### src/rtl/elastic_pe_param.sv
// Purpose : elastic CGRA processing element with a context-sequenced ALU, a local
//           result register file, a constant operand, and a multicast result FIFO.
// Latency : a result fired in cycle t is visible on out_data/out_valid in cycle t+1.
// Backpressure: a full result FIFO stops all inputs (in_stop=1); out_stop holds the
//           head until every masked destination has accepted it.
// Ports   : clk/reset (sync, active-high); cfg_* writes one context entry (IDLE/DONE only);
//           start/ctx_max/loop_count control execution, busy/done report it;
//           in_data/in_valid/in_stop are the neighbour inputs; out_data/out_valid/out_stop
//           are the multicast outputs (one shared data bus, per-port valid).
module elastic_pe_param #(
    parameter int DATA_WIDTH    = 32,
    parameter int NUM_PORTS     = 4,
    parameter int REG_DEPTH     = 2,
    parameter int CONTEXT_DEPTH = 16,
    parameter int BUF_DEPTH     = 2,
    localparam int CW = (CONTEXT_DEPTH > 1) ? $clog2(CONTEXT_DEPTH) : 1,
    localparam int SW = $clog2(NUM_PORTS + REG_DEPTH + 1)
) (
    input  logic                            clk,
    input  logic                            reset,
    input  logic                            cfg_we,
    input  logic [CW-1:0]                   cfg_addr,
    input  logic [SW-1:0]                   cfg_src_a,
    input  logic [SW-1:0]                   cfg_src_b,
    input  logic [3:0]                      cfg_op,
    input  logic [DATA_WIDTH-1:0]           cfg_const,
    input  logic [NUM_PORTS-1:0]            cfg_out_mask,
    input  logic [7:0]                      cfg_repeat,
    input  logic                            start,
    input  logic [CW-1:0]                   ctx_max,
    input  logic [15:0]                     loop_count,
    output logic                            busy,
    output logic                            done,
    input  logic [NUM_PORTS*DATA_WIDTH-1:0] in_data,
    input  logic [NUM_PORTS-1:0]            in_valid,
    output logic [NUM_PORTS-1:0]            in_stop,
    output logic [DATA_WIDTH-1:0]           out_data,
    output logic [NUM_PORTS-1:0]            out_valid,
    input  logic [NUM_PORTS-1:0]            out_stop
);

    localparam int SHW = $clog2(DATA_WIDTH);
    localparam int RPW = (REG_DEPTH > 1) ? $clog2(REG_DEPTH) : 1;
    localparam int BPW = (BUF_DEPTH > 1) ? $clog2(BUF_DEPTH) : 1;
    localparam int BCW = $clog2(BUF_DEPTH + 1);

    typedef enum logic [1:0] {
        ST_IDLE  = 2'd0,
        ST_RUN   = 2'd1,
        ST_DRAIN = 2'd2,
        ST_DONE  = 2'd3
    } state_t;

    state_t state_q, state_d;

    // Context memory
    logic [SW-1:0]         mem_src_a_q [CONTEXT_DEPTH];
    logic [SW-1:0]         mem_src_b_q [CONTEXT_DEPTH];
    logic [3:0]            mem_op_q    [CONTEXT_DEPTH];
    logic [DATA_WIDTH-1:0] mem_const_q [CONTEXT_DEPTH];
    logic [NUM_PORTS-1:0]  mem_mask_q  [CONTEXT_DEPTH];
    logic [7:0]            mem_rep_q   [CONTEXT_DEPTH];

    // Sequencing
    logic [CW-1:0] ctx_q;
    logic [7:0]    rep_cnt_q;
    logic [15:0]   sweep_cnt_q;

    // Local result registers
    logic [DATA_WIDTH-1:0] regs_q [REG_DEPTH];
    logic [RPW-1:0]        reg_wr_ptr_q;

    // Result FIFO
    logic [DATA_WIDTH-1:0] fifo_dat_q  [BUF_DEPTH];
    logic [NUM_PORTS-1:0]  fifo_mask_q [BUF_DEPTH];
    logic [BPW-1:0]        fifo_wr_ptr_q, fifo_rd_ptr_q;
    logic [BCW-1:0]        fifo_cnt_q;
    logic [NUM_PORTS-1:0]  sent_q, sent_d;

    // Current context fields
    logic [SW-1:0]         cur_src_a, cur_src_b;
    logic [3:0]            cur_op;
    logic [DATA_WIDTH-1:0] cur_const;
    logic [NUM_PORTS-1:0]  cur_mask;
    logic [7:0]            cur_rep;

    assign cur_src_a = mem_src_a_q[ctx_q];
    assign cur_src_b = mem_src_b_q[ctx_q];
    assign cur_op    = mem_op_q[ctx_q];
    assign cur_const = mem_const_q[ctx_q];
    assign cur_mask  = mem_mask_q[ctx_q];
    assign cur_rep   = mem_rep_q[ctx_q];

    // Operand selection: anything not a port or register code reads the constant.
    logic [DATA_WIDTH-1:0] op_a, op_b;
    logic                  a_vld, b_vld;

    always_comb begin
        op_a  = cur_const;
        op_b  = cur_const;
        a_vld = 1'b1;
        b_vld = 1'b1;
        for (int p = 0; p < NUM_PORTS; p++) begin
            if (cur_src_a == SW'(p)) begin
                op_a  = in_data[p*DATA_WIDTH +: DATA_WIDTH];
                a_vld = in_valid[p];
            end
            if (cur_src_b == SW'(p)) begin
                op_b  = in_data[p*DATA_WIDTH +: DATA_WIDTH];
                b_vld = in_valid[p];
            end
        end
        for (int r = 0; r < REG_DEPTH; r++) begin
            if (cur_src_a == SW'(NUM_PORTS + r)) op_a = regs_q[r];
            if (cur_src_b == SW'(NUM_PORTS + r)) op_b = regs_q[r];
        end
    end

    // ALU
    logic [DATA_WIDTH-1:0] alu_res;

    always_comb begin
        alu_res = '0;
        case (cur_op)
            4'd0:    alu_res = op_a + op_b;
            4'd1:    alu_res = op_a - op_b;
            4'd2:    alu_res = op_a * op_b;
            4'd3:    alu_res = op_a & op_b;
            4'd4:    alu_res = op_a | op_b;
            4'd5:    alu_res = op_a ^ op_b;
            4'd6:    alu_res = op_a << op_b[SHW-1:0];
            4'd7:    alu_res = op_a >> op_b[SHW-1:0];
            4'd8:    alu_res = op_a;
            4'd9:    alu_res = {{(DATA_WIDTH-1){1'b0}}, ($signed(op_a) < $signed(op_b))};
            default: alu_res = '0;
        endcase
    end

    // Firing: no full-bypass, so a pop in the same cycle does not free a slot.
    logic fifo_full, fire, ctx_last, ctx_wrap, final_fire;

    assign fifo_full  = (fifo_cnt_q == BCW'(BUF_DEPTH));
    assign fire       = (state_q == ST_RUN) && a_vld && b_vld && !fifo_full;
    assign ctx_last   = (rep_cnt_q == cur_rep);
    assign ctx_wrap   = ctx_last && (ctx_q == ctx_max);
    assign final_fire = ctx_wrap && (loop_count != 16'd0) && ((sweep_cnt_q + 16'd1) == loop_count);

    // A port selected by both operands is still consumed only once.
    always_comb begin
        in_stop = '1;
        for (int p = 0; p < NUM_PORTS; p++) begin
            if (fire && ((cur_src_a == SW'(p)) || (cur_src_b == SW'(p)))) in_stop[p] = 1'b0;
        end
    end

    // Multicast output: head pops once every masked port has taken it,
    // counting ports that accept in this very cycle.
    logic                 head_vld, pop;
    logic [NUM_PORTS-1:0] head_mask, xfer;

    assign head_vld  = (fifo_cnt_q != '0);
    assign head_mask = fifo_mask_q[fifo_rd_ptr_q];
    assign out_valid = head_vld ? (head_mask & ~sent_q) : '0;
    assign out_data  = head_vld ? fifo_dat_q[fifo_rd_ptr_q] : '0;
    assign xfer      = out_valid & ~out_stop;
    assign pop       = head_vld && ((head_mask & ~(sent_q | xfer)) == '0);
    assign sent_d    = pop ? '0 : (sent_q | xfer);

    assign busy = (state_q == ST_RUN) || (state_q == ST_DRAIN);
    assign done = (state_q == ST_DONE);

    logic enter_run, cfg_wr_en;
    assign enter_run = ((state_q == ST_IDLE) || (state_q == ST_DONE)) && start;
    assign cfg_wr_en = ((state_q == ST_IDLE) || (state_q == ST_DONE)) && cfg_we;

    always_comb begin
        state_d = state_q;
        case (state_q)
            ST_IDLE:  if (start) state_d = ST_RUN;
            ST_RUN:   if (fire && final_fire) state_d = ST_DRAIN;
            ST_DRAIN: if (!head_vld) state_d = ST_DONE;
            ST_DONE:  if (start) state_d = ST_RUN;
            default:  state_d = ST_IDLE;
        endcase
    end

    always_ff @(posedge clk) begin
        if (reset) begin
            state_q       <= ST_IDLE;
            ctx_q         <= '0;
            rep_cnt_q     <= '0;
            sweep_cnt_q   <= '0;
            reg_wr_ptr_q  <= '0;
            fifo_wr_ptr_q <= '0;
            fifo_rd_ptr_q <= '0;
            fifo_cnt_q    <= '0;
            sent_q        <= '0;
            for (int c = 0; c < CONTEXT_DEPTH; c++) begin
                mem_src_a_q[c] <= '0;
                mem_src_b_q[c] <= '0;
                mem_op_q[c]    <= '0;
                mem_const_q[c] <= '0;
                mem_mask_q[c]  <= '0;
                mem_rep_q[c]   <= '0;
            end
            for (int r = 0; r < REG_DEPTH; r++) regs_q[r] <= '0;
            for (int b = 0; b < BUF_DEPTH; b++) begin
                fifo_dat_q[b]  <= '0;
                fifo_mask_q[b] <= '0;
            end
        end else begin
            state_q <= state_d;
            sent_q  <= sent_d;

            if (cfg_wr_en) begin
                mem_src_a_q[cfg_addr] <= cfg_src_a;
                mem_src_b_q[cfg_addr] <= cfg_src_b;
                mem_op_q[cfg_addr]    <= cfg_op;
                mem_const_q[cfg_addr] <= cfg_const;
                mem_mask_q[cfg_addr]  <= cfg_out_mask;
                mem_rep_q[cfg_addr]   <= cfg_repeat;
            end

            if (enter_run) begin
                ctx_q       <= '0;
                rep_cnt_q   <= '0;
                sweep_cnt_q <= '0;
            end else if (fire) begin
                if (ctx_last) begin
                    rep_cnt_q <= '0;
                    ctx_q     <= (ctx_q == ctx_max) ? '0 : ctx_q + CW'(1);
                    if (ctx_wrap) sweep_cnt_q <= sweep_cnt_q + 16'd1;
                end else begin
                    rep_cnt_q <= rep_cnt_q + 8'd1;
                end
            end

            if (fire) begin
                for (int r = 0; r < REG_DEPTH; r++) begin
                    if (reg_wr_ptr_q == RPW'(r)) regs_q[r] <= alu_res;
                end
                reg_wr_ptr_q <= (reg_wr_ptr_q == RPW'(REG_DEPTH - 1)) ? '0 : reg_wr_ptr_q + RPW'(1);
                for (int b = 0; b < BUF_DEPTH; b++) begin
                    if (fifo_wr_ptr_q == BPW'(b)) begin
                        fifo_dat_q[b]  <= alu_res;
                        fifo_mask_q[b] <= cur_mask;
                    end
                end
                fifo_wr_ptr_q <= (fifo_wr_ptr_q == BPW'(BUF_DEPTH - 1)) ? '0 : fifo_wr_ptr_q + BPW'(1);
            end

            if (pop) begin
                fifo_rd_ptr_q <= (fifo_rd_ptr_q == BPW'(BUF_DEPTH - 1)) ? '0 : fifo_rd_ptr_q + BPW'(1);
            end

            case ({fire, pop})
                2'b10:   fifo_cnt_q <= fifo_cnt_q + BCW'(1);
                2'b01:   fifo_cnt_q <= fifo_cnt_q - BCW'(1);
                default: fifo_cnt_q <= fifo_cnt_q;
            endcase
        end
    end

endmodule

### config.mk
export PLATFORM = sky130hd
export DESIGN_NAME = elastic_pe_param
export DESIGN_NICKNAME = d
export VERILOG_FILES = /design/src/rtl/elastic_pe_param.sv
export SDC_FILE = /design/constraint.sdc
export NUM_CORES = 2
export LEC_CHECK = 0
export ABC_CLOCK_PERIOD_IN_PS = 12700
export BUFFER_PORTS_ARGS = -buffer_cell sky130_fd_sc_hd__buf_2
export CAP_MARGIN = 15
export CORE_UTILIZATION = 45
export CTS_CLUSTER_SIZE = 25
export DETAILED_ROUTE_END_ITERATION = 10
export GPL_TIMING_DRIVEN = 1
export HOLD_SLACK_MARGIN = 0.12
export SETUP_SLACK_MARGIN = 0.1
export SLEW_MARGIN = 30
export SYNTH_ARGS = -nofsm -noshare
export SYNTH_HDL_FRONTEND = slang
export SYNTH_SLANG_ARGS = --single-unit
### constraint.sdc
create_clock -name clk -period 12.7 [get_ports clk]
set_input_delay 2.54 -clock clk [delete_from_list [all_inputs] [get_ports clk]]
set_output_delay 2.54 -clock clk [all_outputs]
set_load 0.02 [all_outputs]
After elaboration in Yosys (flattened, before gate mapping)
Memory sizes are Yosys's and may differ from the RTL's. A register that Yosys moved wholly into a read port is not among the register bits.
Index checks and enable logic that the tools add are counted.

operators by class
  add/subtract/negate cells = 10
  multipliers = 1
  order comparisons = 1
  equality and inequality tests = 31
  shifts and indexed selects = 2
  mux-type cells = 98
  bitwise gates (word level) = 16
  reductions and logical operators = 41

operators with widths
  operator                 number
  $mux W32                 18
  $pmux W32 S10            1
  $mux W4                  24
  $mux W1                  46
  $add A32 B32 Y32         1
  $and A32 B32 Y32         1
  $lt A32 B32 Y1           1
  $mul A32 B32 Y32         1
  $or A32 B32 Y32          1
  $reduce_or A32 Y1        1
  $shl A32 B5 Y32          1
  $shr A32 B5 Y32          1
  $sub A32 B32 Y32         1
  $xor A32 B32 Y32         1
  $add A16 B1 Y16 const B  1
  $eq A16 B16 Y1           1
  $eq A4 B3 Y1 const B     4
  $mux W8                  2
  $reduce_bool A16 Y1      1
  $logic_and A1 B1 Y1      14
  $and A4 B4 Y4            3
  $eq A3 B2 Y1 const B     4
  $eq A3 B3 Y1 const B     4
  $not A4 Y4               3
  33 further kinds         64

word-level totals
  register bits = 39
  memory bits (writable) = 1000
  input bits = 218
  logic and storage cells = 218
  memories = 9

memories
  memory           depth  width  read ports  clocked after Yosys merged registers in  wr ports  line  source
  mem_const_q      16     32     1           1                                        16        60    logic [DATA_WIDTH-1:0] mem_const_q [CONTEXT_DEPTH];
  mem_rep_q        16     8      1           1                                        16        62    logic [7:0] mem_rep_q [CONTEXT_DEPTH];
  fifo_dat_q       2      32     1           1                                        2         74    logic [DATA_WIDTH-1:0] fifo_dat_q [BUF_DEPTH];
  mem_mask_q       16     4      1           1                                        16        61    logic [NUM_PORTS-1:0] mem_mask_q [CONTEXT_DEPTH];
  mem_op_q         16     4      1           1                                        16        59    logic [3:0] mem_op_q [CONTEXT_DEPTH];
  regs_q           2      32     2           0                                        2         70    logic [DATA_WIDTH-1:0] regs_q [REG_DEPTH];
  3 more memories  --     --     --          --                                       --        --

Longest topological paths before layout
  depth after elaboration = 12
  mapped depth = 46
  gate-level depth less buffers = 36

Worst setup path before layout
Ideal clock, no wire load.

  path type = in2reg
  start = input port in_data[34]
  end = memory fifo_dat_q[0][31], data pin
  arrival = 10.671 ns
  path slack = 1.740 ns
  cell stages on the path = 33
  path buffers = 5
  cell sequence = inv_1 -> o211ai_1 -> a22oi_1 -> o2bb2ai_1 -> o31ai_1 -> and2_1 -> buf_2 -> buf_2 -> clkbuf_1 -> buf_2 -> buf_1 -> nor2_1 -> fa_1 -> inv_1 -> fa_1 -> fa_1 -> fa_1 -> inv_1 -> fa_1 -> inv_1 -> fa_1 -> inv_1 -> fa_1 -> fa_1 -> ha_1 -> o21a_1 -> a2111oi_0 -> o31a_1 -> o21ai_0 -> a21oi_1 -> xnor3_1 -> nand2_1 -> a41oi_1

RTL lines
  item         line  source
  from (decl)  34    input logic [NUM_PORTS*DATA_WIDTH-1:0] in_data,
  to (decl)    74

==> out/qor.txt <==
Run status -> finished clean
Commonest non-fill, non-tap cell in the layout -> edfxtp_1
Final HPWL DP -> 214900 µm
Fin cells -> 8872
CP delay by family, top -> adder cells
Seq cells post-synth -> 1044
Clock buffer count from CTS -> 113
Mean area per synthesized cell -> 11.45 µm²
Post-Place Cells -> 8646
Yosys cell types -> 125
# fillers -> 14560
Slew HR -> 24.06%
Total GRT Usage -> 36.57%
Std cell rows -> 148
Cells after Synth -> 6448
Fmax -> 83.18 MHz
Minimum clock period -> 12020 ps
Max-cap viol count -> 0
Hold_buf cts -> 0
Final count of hold timing violations -> 0
Placed Area -> 77480 µm²
Sink Count -> 1044
Die area -> 165700 µm²
Ys async rst share -> 0%
First-pass GRT wire length -> 425400 µm
Crit path launch type -> flip-flop
Vias post-DR -> 55230
HP Class -> flip-flop to flip-flop
Die height -> 407.1 µm
Total routed wirelength -> 305500 µm
I/O pin count -> 260
Final worst-path cycle share -> 94.67%
Clock transition at path regs -> 60 ps
Buffers & Inverters on Critical Path -> 9
Design area -> 81140 µm²
Cell mode on critical path -> fa_1
GPL Wtd Cong -> 1.089
Setup violators final -> 0
Critical path endpoint category -> flip-flop
Input/output buffers -> 259
Most frequent cells in the layout -> 1000 x edfxtp_1, 878 x and2_1, 588 x nor2_1
Clock Skews -> 86.28 ps
Largest net degree at the start of global routing -> 102
Drt first pass iters -> 9
Routed Antenna Nets -> 0
DRC viols -> 0
Critical path required time -> 13210 ps
# H-tree levels -> 3
RSZ-0062 raised after global routing -> false
Sequential fraction of the synthesis area -> 41.85%
Final Util -> 49.85%
Number of synthesized flops with an enable pin -> 1000
Vias in the first global route -> 54670
Gr ovfl total -> 0
Setup bufs post-CTS -> 0
CTS tree -> done
Crit Path Class -> flip-flop to flip-flop
Worst-path maximum fanout -> 56
Vias per cell -> 6.225
Mapped Nets -> 7303
Syn Std Cell Area -> 73850 µm²
Avg WL per Cell -> 34.43 µm
Crit-path slowest cell -> dfxtp_4
Number of DRC markers in iteration 0 -> 6810
Arr. time, crit path -> 12530 ps
Max Root-Sink Buffers -> 3
Max incr delay on CP -> 910 ps
Area delta synth->final -> 9.864%
Worst skew pair latency -> 770 ps
Initial antenna violation count -> 41
Setup TNS -> 0 ps
Worst Tran Pin Value -> 1127 ps
Clock root cell -> clkbuf_16
Reg2reg setup slack -> 680 ps
Share of layout cells above drive strength 1 -> 15.88%
Initial core utilization -> 45.37%
Synth Warn # -> 0
NumNets Final -> 7441
Top_reg_cell synth -> edfxtp_1
Core area -> 162800 µm²
Die width -> 407.1 µm
Slew Viols, Final -> 0
CTS resizes -> 0
metrics by stage:
stage | hold WS, ps | setup slack [ps]
after floorplan | 463.5 | 1740
after global placement | 471.0 | 746.0
after detailed placement | 482.1 | 671.8
after CTS | 497.1 | 957.8
after global routing | 530.2 | 387.9
final | 495.4 | 677.4
registers in the layout (all words and copies together) (netlist names), 16 cells and up, named ones only:
name / cells
fifo_dat_q: 64
mem_const_q: 512
mem_mask_q: 64
mem_op_q: 64
mem_rep_q: 128
mem_src_a_q: 48
mem_src_b_q: 48
regs_q: 64
sweep_cnt_q: 16
worst reg2reg max path, delay by kind of cell, from the launching register on:
family	cells	cell delay, ps
xor+xnor	1	190
flops	1	910
buf+inv	9	1630
mux	3	1200
simple gates	2	650
compound gates	12	3550
fa+ha+maj	10	3680
worst paths after layout:
path / from / endpoint / depth (start not counted)
worst min register to register: sent_q[0] / sent_q[0] / 1
worst max register to register: flip-flop / fifo_dat_q[1][24] / 37
worst max-delay path: flip-flop / fifo_dat_q[1][24] / 37
worst min-delay path: sent_q[0] / sent_q[0] / 1
cells in the mapped netlist, drive strengths merged (9+ instances only):
cell | n | area [µm²]
o22ai | 79 | 500.5
a311oi | 17 | 155.1
o31ai | 18 | 150.2
or3 | 33 | 206.5
mux2 | 37 | 420.4
o31a | 13 | 122.6
clkbuf | 246 | 937.2
xnor2 | 115 | 1022
or2 | 35 | 219.0
buf | 217 | 1637
a221oi | 25 | 231.5
nor3 | 71 | 370.4
a211oi | 37 | 287.8
edfxtp | 1000 | 30030
nor4 | 19 | 118.9
a21oi | 182 | 959.7
ha | 227 | 2840
a22oi | 36 | 289.0
and2 | 881 | 5514
o21a | 32 | 240.2
mux2i | 163 | 1639
a21boi | 15 | 112.6
nor2 | 611 | 2311
inv | 483 | 1813
mux4 | 262 | 6081
dfxtp | 44 | 880.8
nand2b | 22 | 137.6
and3 | 15 | 95.09
nand4 | 9 | 56.30
o221ai | 23 | 201.4
o21ai | 156 | 799.5
nor2b | 33 | 214.0
a31oi | 64 | 440.4
a21o | 37 | 279.0
xor2 | 42 | 375.4
nand3 | 61 | 320.3
nand2 | 482 | 1832
o211ai | 29 | 231.5
a31o | 10 | 96.34
o21bai | 20 | 150.1
fa | 410 | 8208
final cells by class:
cell class / count / area [µm²] / share of cell area [%]
Timing Repair Buffer: 486 / 3100 / 3.821
Clock buffer: 153 / 2978 / 3.670
Inverter: 490 / 1841 / 2.268
Tap cell: 2175 / 2721 / 3.354
Multi-Input combinational cell: 4451 / 38910 / 47.95
Sequential cell: 1044 / 30930 / 38.12
Clock inverter: 58 / 625.6 / 0.7711
Antenna cell: 15 / 37.54 / 0.04626
cell families (layout without fill, tap and decap cells):
group                    Yosys count  count (layout)  share of synthesized area, %
AND/OR/NAND/NOR                 2298            2298                         15.74
flip-flops                      1044            1044                         41.85
buffers and inverters            953            1187                         5.977
AO/OA/AOI/OAI                    890             890                         8.342
adder cells (fa/ha/maj)          637             637                         14.96
multiplexers                     462             462                         11.02
XOR/XNOR                         164             164                         2.106
other                              0              15                             0
per-layer routing:
| metal | track usage (%) | routed length (µm) | up-vias |
|---|---|---|---|
| li1 | - | - | 22910 |
| met1 | 47.71 | 117300 | 28080 |
| met2 | 55.61 | 135400 | 3360 |
| met3 | 9.220 | 32140 | 844 |
| met4 | 20.47 | 20400 | 38 |
| met5 | 0 | 261 | - |
Power is left out: the tool's default activity adds up to more than one toggle a clock period on the data nets, which glitch-free logic cannot reach.
